## config.mk

```make
export PLATFORM = sky130hd
export DESIGN_NAME = md_unit_xlen_flat
export DESIGN_NICKNAME = d
export VERILOG_FILES = /design/src/rtl/md_unit_xlen_if.sv /design/src/rtl/md_unit_xlen.sv /design/src/flat_wrapper.sv
export SDC_FILE = /design/constraint.sdc
export NUM_CORES = 2
export LEC_CHECK = 0
export CAP_MARGIN = 10
export CORE_ASPECT_RATIO = 0.9
export CORE_UTILIZATION = 62
export CTS_CLUSTER_SIZE = 8
export DETAILED_ROUTE_END_ITERATION = 10
export MAX_ROUTING_LAYER = met4
export PLACE_DENSITY = 0.92
export SLEW_MARGIN = 20
export SYNTH_ARGS = -nofsm -noshare
export SYNTH_HDL_FRONTEND = slang
export SYNTH_SLANG_ARGS = --single-unit
```

## constraint.sdc

```tcl
create_clock -name clk -period 6 [get_ports clk]
set_input_delay 1.2 -clock clk [delete_from_list [all_inputs] [get_ports clk]]
set_output_delay 1.2 -clock clk [all_outputs]
set_load 0.03 [all_outputs]
```

## src/rtl/md_unit_xlen_if.sv

```systemverilog
// Start/busy/done handshake bundle between the control FSM and md_unit_xlen.
//   start   ctrl -> unit  request; accepted only while the unit is idle or done
//   funct3  ctrl -> unit  operation select (RISC-V M-extension encoding)
//   opa     ctrl -> unit  rs1 operand (multiplicand / dividend)
//   opb     ctrl -> unit  rs2 operand (multiplier / divisor)
//   busy    unit -> ctrl  operation in progress
//   done    unit -> ctrl  one-cycle pulse, result valid
//   result  unit -> ctrl  result, held until the next accepted start
interface md_unit_xlen_if #(
  parameter int XLEN = 64
);
  logic            start;
  logic [2:0]      funct3;
  logic [XLEN-1:0] opa;
  logic [XLEN-1:0] opb;
  logic            busy;
  logic            done;
  logic [XLEN-1:0] result;

  modport master (
    output start, funct3, opa, opb,
    input  busy, done, result
  );

  modport slave (
    input  start, funct3, opa, opb,
    output busy, done, result
  );
endinterface

```

## src/rtl/md_unit_xlen.sv

```systemverilog
// Multicycle RISC-V M-extension multiply/divide unit, one result bit per cycle.
// Ports:
//   clk    rising-edge clock
//   rst_n  asynchronous active-low reset
//   bus    md_unit_xlen_if.slave (start/funct3/opa/opb in, busy/done/result out)
//
// state | meaning
// ------+-----------------------------------------------------------
// IDLE  | waiting for start
// RUN   | XLEN shift-add or restoring-divide iterations on magnitudes
// FIX   | sign correction and result select
// DONE  | done pulse; start here is accepted (back-to-back)
module md_unit_xlen #(
  parameter int XLEN = 64
) (
  input  logic          clk,
  input  logic          rst_n,
  md_unit_xlen_if.slave bus
);

  localparam int                CW       = $clog2(XLEN);
  localparam logic [CW-1:0]     LAST     = CW'(XLEN - 1);
  localparam logic [XLEN-1:0]   MOST_NEG = {1'b1, {(XLEN-1){1'b0}}};

  typedef enum logic [1:0] {
    S_IDLE,
    S_RUN,
    S_FIX,
    S_DONE
  } state_t;

  state_t            state, state_nxt;
  logic [CW-1:0]     cnt;
  logic [2:0]        op;
  logic              neg_a, neg_b;
  logic [XLEN-1:0]   opb_q;
  logic [2*XLEN-1:0] acc;
  logic [XLEN-1:0]   result_q;

  // accept-time decode
  logic            accept;
  logic            sgn_a_in, sgn_b_in;
  logic            neg_a_in, neg_b_in;
  logic [XLEN-1:0] mag_a_in, mag_b_in;
  logic            div_zero, div_ovf, special_in;
  logic [XLEN-1:0] special_res;

  assign accept   = bus.start && ((state == S_IDLE) || (state == S_DONE));
  // signed rs2: MULH, DIV, REM; signed rs1 additionally MULHSU
  assign sgn_b_in = (bus.funct3 == 3'b001) || (bus.funct3[2] && !bus.funct3[0]);
  assign sgn_a_in = sgn_b_in || (bus.funct3 == 3'b010);
  assign neg_a_in = sgn_a_in && bus.opa[XLEN-1];
  assign neg_b_in = sgn_b_in && bus.opb[XLEN-1];
  assign mag_a_in = neg_a_in ? ('0 - bus.opa) : bus.opa;
  assign mag_b_in = neg_b_in ? ('0 - bus.opb) : bus.opb;

  assign div_zero   = bus.funct3[2] && (bus.opb == '0);
  assign div_ovf    = bus.funct3[2] && !bus.funct3[0] &&
                      (bus.opa == MOST_NEG) && (bus.opb == '1);
  assign special_in = div_zero || div_ovf;

  always_comb begin
    special_res = '1;
    if (div_zero)
      special_res = bus.funct3[1] ? bus.opa : '1;
    else
      special_res = bus.funct3[1] ? '0 : bus.opa;
  end

  // iteration step: acc = {hi, lo}; lo holds multiplier / dividend bits
  logic [XLEN:0]     mul_sum;
  logic [2*XLEN-1:0] mul_next;
  logic [XLEN:0]     div_rs, div_diff;
  logic              div_ge;
  logic [2*XLEN-1:0] div_next;

  assign mul_sum  = {1'b0, acc[2*XLEN-1:XLEN]} + (acc[0] ? {1'b0, opb_q} : '0);
  assign mul_next = {mul_sum, acc[XLEN-1:1]};

  // remainder stays below the divisor, so bit XLEN of the difference is the borrow
  assign div_rs   = {acc[2*XLEN-1:XLEN], acc[XLEN-1]};
  assign div_diff = div_rs - {1'b0, opb_q};
  assign div_ge   = !div_diff[XLEN];
  assign div_next = {(div_ge ? div_diff[XLEN-1:0] : div_rs[XLEN-1:0]),
                     acc[XLEN-2:0], div_ge};

  // sign correction
  logic [2*XLEN-1:0] prod;
  logic [XLEN-1:0]   quo, rem, fix_res;

  assign prod = (neg_a ^ neg_b) ? ('0 - acc) : acc;
  assign quo  = (neg_a ^ neg_b) ? ('0 - acc[XLEN-1:0]) : acc[XLEN-1:0];
  assign rem  = neg_a ? ('0 - acc[2*XLEN-1:XLEN]) : acc[2*XLEN-1:XLEN];

  always_comb begin
    fix_res = prod[2*XLEN-1:XLEN];
    if (op[2])
      fix_res = op[1] ? rem : quo;
    else if (op[1:0] == 2'b00)
      fix_res = prod[XLEN-1:0];
  end

  // FSM
  always_ff @(posedge clk or negedge rst_n) begin
    if (!rst_n)
      state <= S_IDLE;
    else
      state <= state_nxt;
  end

  always_comb begin
    state_nxt = state;
    case (state)
      S_IDLE, S_DONE: begin
        if (bus.start)
          state_nxt = special_in ? S_DONE : S_RUN;
        else
          state_nxt = S_IDLE;
      end
      S_RUN:   if (cnt == LAST) state_nxt = S_FIX;
      S_FIX:   state_nxt = S_DONE;
      default: state_nxt = S_IDLE;
    endcase
  end

  // datapath
  always_ff @(posedge clk or negedge rst_n) begin
    if (!rst_n) begin
      cnt      <= '0;
      op       <= '0;
      neg_a    <= 1'b0;
      neg_b    <= 1'b0;
      opb_q    <= '0;
      acc      <= '0;
      result_q <= '0;
    end else if (accept) begin
      if (special_in) begin
        result_q <= special_res;
      end else begin
        op    <= bus.funct3;
        neg_a <= neg_a_in;
        neg_b <= neg_b_in;
        opb_q <= mag_b_in;
        acc   <= {{XLEN{1'b0}}, mag_a_in};
        cnt   <= '0;
      end
    end else if (state == S_RUN) begin
      acc <= op[2] ? div_next : mul_next;
      cnt <= (cnt == LAST) ? '0 : cnt + 1'b1;
    end else if (state == S_FIX) begin
      result_q <= fix_res;
    end
  end

  assign bus.busy   = (state == S_RUN) || (state == S_FIX);
  assign bus.done   = (state == S_DONE);
  assign bus.result = result_q;

endmodule

```

## src/flat_wrapper.sv

```systemverilog
// flat-port wrapper written by rule: the top's interface ports become plain ports
module md_unit_xlen_flat 
#(
  parameter int XLEN = 64
)
  (clk, rst_n, bus_start, bus_funct3, bus_opa, bus_opb, bus_busy, bus_done, bus_result);
  md_unit_xlen_if #(.XLEN(XLEN)) bus_i ();
  input  logic clk;
  input  logic rst_n;
  input wire logic [$bits(bus_i.start)-1:0] bus_start;
  input wire logic [$bits(bus_i.funct3)-1:0] bus_funct3;
  input wire logic [$bits(bus_i.opa)-1:0] bus_opa;
  input wire logic [$bits(bus_i.opb)-1:0] bus_opb;
  output wire logic [$bits(bus_i.busy)-1:0] bus_busy;
  output wire logic [$bits(bus_i.done)-1:0] bus_done;
  output wire logic [$bits(bus_i.result)-1:0] bus_result;
  assign bus_i.start = bus_start;
  assign bus_i.funct3 = bus_funct3;
  assign bus_i.opa = bus_opa;
  assign bus_i.opb = bus_opb;
  assign bus_busy = bus_i.busy;
  assign bus_done = bus_i.done;
  assign bus_result = bus_i.result;
  md_unit_xlen #(.XLEN(XLEN)) u_core (.clk(clk), .rst_n(rst_n), .bus(bus_i));
endmodule
```

==> After elaboration in Yosys (flattened, before gate mapping) <==
Index checks and enable logic that the tools add are counted.
{ "classes": {"add_sub_neg": 8, "n_eq_ne": 12, "muxes": 29, "n_bitwise": 2, "reduce_logical": 23} }
{ "ops": {"columns": ["op", "n"], "rows": [
  ["$mux W64", 16],
  ["$mux W128", 5],
  ["$sub A1 B64 Y64 const A", 4],
  ["$eq A64 B64 Y1 const B", 2],
  ["$sub A1 B128 Y128 const A", 1],
  ["$add A64 B65 Y65", 1],
  ["$sub A65 B64 Y65", 1],
  ["$logic_not A64 Y1", 1],
  ["$mux W6", 4],
  ["$logic_and A1 B1 Y1", 7],
  ["$add A6 B1 Y6 const B", 1],
  ["$eq A6 B6 Y1 const B", 1],
  ["$mux W2", 3],
  ["$pmux W2 S3", 1],
  ["$logic_or A1 B1 Y1", 5],
  ["$eq A2 B2 Y1 const B", 2],
  ["$logic_not A2 Y1", 2],
  ["$ne A2 B1 Y1 const B", 2],
  ["$ne A2 B2 Y1 const B", 2],
  ["$reduce_and A2 Y1", 2],
  ["$reduce_bool A2 Y1", 2],
  ["$eq A3 B1 Y1 const B", 1],
  ["$eq A3 B2 Y1 const B", 1],
  ["$reduce_and A3 Y1", 1],
  ["other kinds (5)", 6]
]} }
{ "word_totals": {"register_bits": 269, "in_bits": 134, "output_inout_bits": 66, "wordCells": 82} }

==> Depth between registers and ports, before layout <==
{ "depth": {"word_depth": 8, "mapped_depth": 17, "ltp_nobuf": 15} }

==> Worst setup path before layout <==
Ideal clock, no wire load.
{ "synth_path": {"kind": "input-to-reg", "start": "in bus_opa[35]", "end": "reg u_core.acc[117]", "setup_time_ps": 87, "arrival_time_ps": 4234, "required_ps": 5913, "slack_ps": 1680, "cell_stages": 13, "n_path_buf": 4, "cell_sequence": "or4_1 -> nor4_1 -> nor4b_1 -> nor4b_1 -> a21boi_1 -> and2_1 -> clkbuf_1 -> nor2_1 -> buf_2 -> clkbuf_1 -> buf_2 -> a32oi_1 -> o211ai_1"} }
{ "synth_between": {"elab_chain_cells": 6} }
{ "synth_rtl": {"columns": ["element", "line_no", "source"], "rows": [
  ["start: declaration", "flat_wrapper.sv:12", "input wire logic [$bits(bus_i.opa)-1:0] bus_opa;"],
  ["$eq A64 B64 Y1", "md_unit_xlen.sv:59", "(bus.opa == MOST_NEG) && (bus.opb == '1);"],
  ["$logic_and A1 B1 Y1", "md_unit_xlen.sv:58", "assign div_ovf = bus.funct3[2] && !bus.funct3[0] &&"],
  ["$logic_and A1 B1 Y1", "md_unit_xlen.sv:59", null],
  ["$logic_or A1 B1 Y1", "md_unit_xlen.sv:60", "assign special_in = div_zero || div_ovf;"],
  ["$ne A2 B2 Y1 (no line)", null, null],
  ["$reduce_and A2 Y1 (no line)", null, null],
  ["end signal: assignment", "md_unit_xlen.sv:144", "acc <= {{XLEN{1'b0}}, mag_a_in};"],
  ["end signal: assignment", "md_unit_xlen.sv:148", "acc <= op[2] ? div_next : mul_next;"],
  ["end: declaration", "md_unit_xlen.sv:37", "logic [2*XLEN-1:0] acc;"]
]} }
Every way passes these cells.
A chain may end at the register's enable or synchronous reset.

==> Final worst setup path <==
{ "layout_path": {"start": "reg u_core.acc[0]", "end": "reg u_core.acc[126]"} }
{ "layout_between": {"elab_chain_cells": 5} }
{ "layout_rtl": {"columns": ["element", "line_no", "source"], "rows": [
  ["$mux W64", "md_unit_xlen.sv:77", "assign mul_sum = {1'b0, acc[2*XLEN-1:XLEN]} + (acc[0] ? {1'b0, opb_q} : '0);"],
  ["$add A64 B65 Y65", "md_unit_xlen.sv:77", null],
  ["$mux W128", "md_unit_xlen.sv:148", null],
  ["$mux W128", "md_unit_xlen.sv:147", "end else if (state == S_RUN) begin"],
  ["$mux W128", "md_unit_xlen.sv:136", "end else if (accept) begin"]
]} }
Every way passes these cells. The select of a mux whose other input is x is not followed.

==> results.yml <==
global_routing:
  grt_max_degree: 127
  track_usage: 0.482
  antenna_found_initial: 1
  grt_pass1_wl_um: 177000
  globalRouteOverflowTotal: 0
  grt_pass1_vias: 30600
synth:
  yosysWarnings: 0
  yosysMostFrequentCell: "nand2_1"
  synth-compound-area-share: 0.281
  syn-num-nets: 4300
  synthAdderAreaFrac: 0.0602
  yosys.area.top_type_share: 0.231
  synth_top_family_by_area: "compound AO/OA/AOI/OAI gates"
  syn_area_um2: 29200
  synthCells: 4027
  ys_top_cells_by_area: "dfrtp_1, a21oi_1, o21ai_0"
  synth-seq-cells: 269
  async_flop_share: 1.00
  ys_types: 89
  synth_top_area_cell: "dfrtp_1"
  syn_area_per_cell_um2: 7.24
  synth_edf_count: 0
  synth_ff_type: "dfrtp_1"
  muxShareOfSynthArea: 0.0255
  seq_area_frac_synth: 0.231
  synthXorXnorAreaFrac: 0.120
  ys_top_cells_by_count: "nand2_1, a21oi_1, o21ai_0"
  yosys.area_share.simple: 0.221
clocking:
  insertion_delay_ns: 0.57
  post_cts_resized: 0
  cts_max_path_buffers: 3
  clk_pin_slew_ns: 0.05
  h-tree-depth: 2
  cts_tree: "done"
  cts_buffers: 40
  cts_sinks: 269
  cts_setup_buffers: 0
  postCtsHoldBufs: 0
  clock-root-buffer: "clkbuf_16"
worst_setup_path:
  cp_data_required_time_ns: 6.45
  critPathMaxFanout: 34
  critPathLaunchType: "register"
  crit_type: "register to register"
  max_stage_delay_ns: 0.59
  path_common_cell: "o21ai_0"
  cp_slowest_cell: "a2111oi_0"
  endpoint_kind: "register"
  crit_arrival_ns: 5.56
  cp_cell_sequence: "inv_2, nor2_1, ha_1, nand4_1, a2111oi_0, nor2_1, a31o_2, o21ai_0, a31oi_1, a211oi_1, o21ai_0, mux2_2, o21ai_0"
routing:
  num_vias: 32800
  ant_nets: 0
  initialDrtViolationCount: 4959
  drt_pass1_iterations: 10
  wirelength_um: 115000
  wire_per_inst_um: 24.6
  post-route-drc-count: 0
  vias_per_cell: 7.02
pwr:
  combPwrFrac: 0.721
  swShare: 0.570
  irDropWorstVdd_mv: 0.307
  pwr-share-seq: 0.181
  power_frac_clock: 0.099
  power.leakage_nw: 13.7
  total_power_mw: 21.5
  power.density_nw_per_um2: 661
  intPower_mw: 9.26
  power_switching_mw: 12.3
place:
  dp.final_hpwl_um: 87200
  routabilityCongestion: 1.08
  portBuffers: 199
die:
  die_area_um2: 47900
  core_um2: 46500
  fp.dieW_um: 231
  ios: 200
  start_util: 0.626
  fp.dieH_um: 208
  rows: 75
timing:
  maxSlewHeadroom: 0.256
  maxSlewViolCount: 0
  rsz0062_at_grt: "false"
  fin_crit_ns: 5.11
  post-route-period-util: 0.852
  worstMarginPinSlew_ns: 1.10
  hold_viol: 0
  setup_viol: 0
  finalClockSkew_ns: 0.0266
  fmax_mhz: 196
  fin_tns_setup_ns: 0
status:
  status: "finished, final reports clean"
final_layout:
  post-route-util: 0.700
  area_delta_synth_final_pct: 11.7
  drive_gt1_frac: 0.0466
  final_nets: 4323
flow_run:
  cap_violations: 0
hold_path:
  hp-class: "register to register"
## power by group through the flow
stage	sequential (mW)	clock, mW	combinational [mW]
after global routing	3.94	2.18	16.5
after detailed placement	3.83	0	14.8
after CTS	3.81	2.11	15.0
final	3.89	2.12	15.5
after floorplan	3.52	0	10.3
after global placement	3.79	0	14.6
## flip-flops by register name, indices dropped and copies added, names as in the netlist
signal	flops
u_core.acc	128
u_core.bus.result	64
u_core.cnt	6
u_core.neg_a	1
u_core.neg_b	1
u_core.op	3
u_core.opb_q	64
u_core.state	2
## kinds of logic after synthesis
family,after synthesis
AO/OA/AOI/OAI,1339
XOR/XNOR,401
adder cells (fa/ha/maj),139
buffers and inverters,430
flip-flops,269
multiplexers,74
AND/OR/NAND/NOR,1375
## cells in the final DEF (no fill, tap or decap), types with 32 or more instances in the layout
cell type        count
inv_1              127
xnor2_1            205
o31ai_1             67
a21o_1              65
a211oi_1            33
nand3_1             64
buf_4               77
clkdlybuf4s50_1    198
nand4_1             73
nor3_1             101
o21ai_0            407
ha_1               137
o211ai_1            32
mux2i_1             71
nor2_1             389
dfrtp_1            267
xor2_1             194
a21oi_1            411
nand2b_1            32
or4_1               34
nand2_1            462
clkbuf_16           41
nor4_1              48
a31oi_1             56
## cell type report
class,instances,area [um^2]
clock buffer,47,1070
timing repair buffer,283,2720
inverter,128,480
sequential,269,6740
fill,3837,14000
antenna,1,2.50
multi-input combinational,3328,20800
clock inverter,1,30.0
tap,616,771
## routing by layer
| layer | vias to the layer above | GRT usage | wire length, um |
|---|---|---|---|
| li1 | 14600 | - | - |
| met1 | 15200 | 0.620 | 43900 |
| met2 | 2515 | 0.705 | 49300 |
| met3 | 498 | 0.104 | 14700 |
| met4 | 0 | 0.259 | 7210 |
| met5 | - | - | 0 |
## through the flow
step,setup slack (ns),hold slack [ns],std cells,area [um^2]
6_report,0.886,0.474,4673,32600
5_1_grt,0.735,0.489,4673,32600
4_1_cts,1.10,0.480,4672,32600
3_5_place_dp,0.822,0.470,4624,31500
3_3_place_gp,1.05,0.461,4624,31500
2_1_floorplan,1.68,0.450,4027,29200
## path summary, 6_finish.rpt
kind | endpoint | slack, ns | cells after the start | start
worst max-delay path | u_core.acc[126]$_DFFE_PN0P_ | 0.89 | 13 | u_core.acc[0]$_DFFE_PN0P_
worst min-delay path | u_core.opb_q[35]$_DFFE_PN0P_ | 0.47 | 2 | u_core.opb_q[35]$_DFFE_PN0P_
worst max register to register | u_core.acc[126]$_DFFE_PN0P_ | 0.89 | 13 | u_core.acc[0]$_DFFE_PN0P_
worst min register to register | u_core.opb_q[35]$_DFFE_PN0P_ | 0.47 | 2 | u_core.opb_q[35]$_DFFE_PN0P_
max in group asynchronous | u_core.opb_q[59]$_DFFE_PN0P_ | 4.06 | 2 | rst_n
min in group asynchronous | u_core.bus.result[0]$_DFFE_PN0P_ | 0.59 | 1 | rst_n
## worst max-delay path: cells and delay by family, from the launching register on
family                   cells  cell delay [ns]
flip-flops                   1             0.51
buffers and inverters        1             0.52
AND/OR/NAND/NOR              3             0.51
AO/OA/AOI/OAI                7             2.74
multiplexers                 1             0.31
adder cells (fa/ha/maj)      1             0.39
Power figures use the tool's default switching activity.
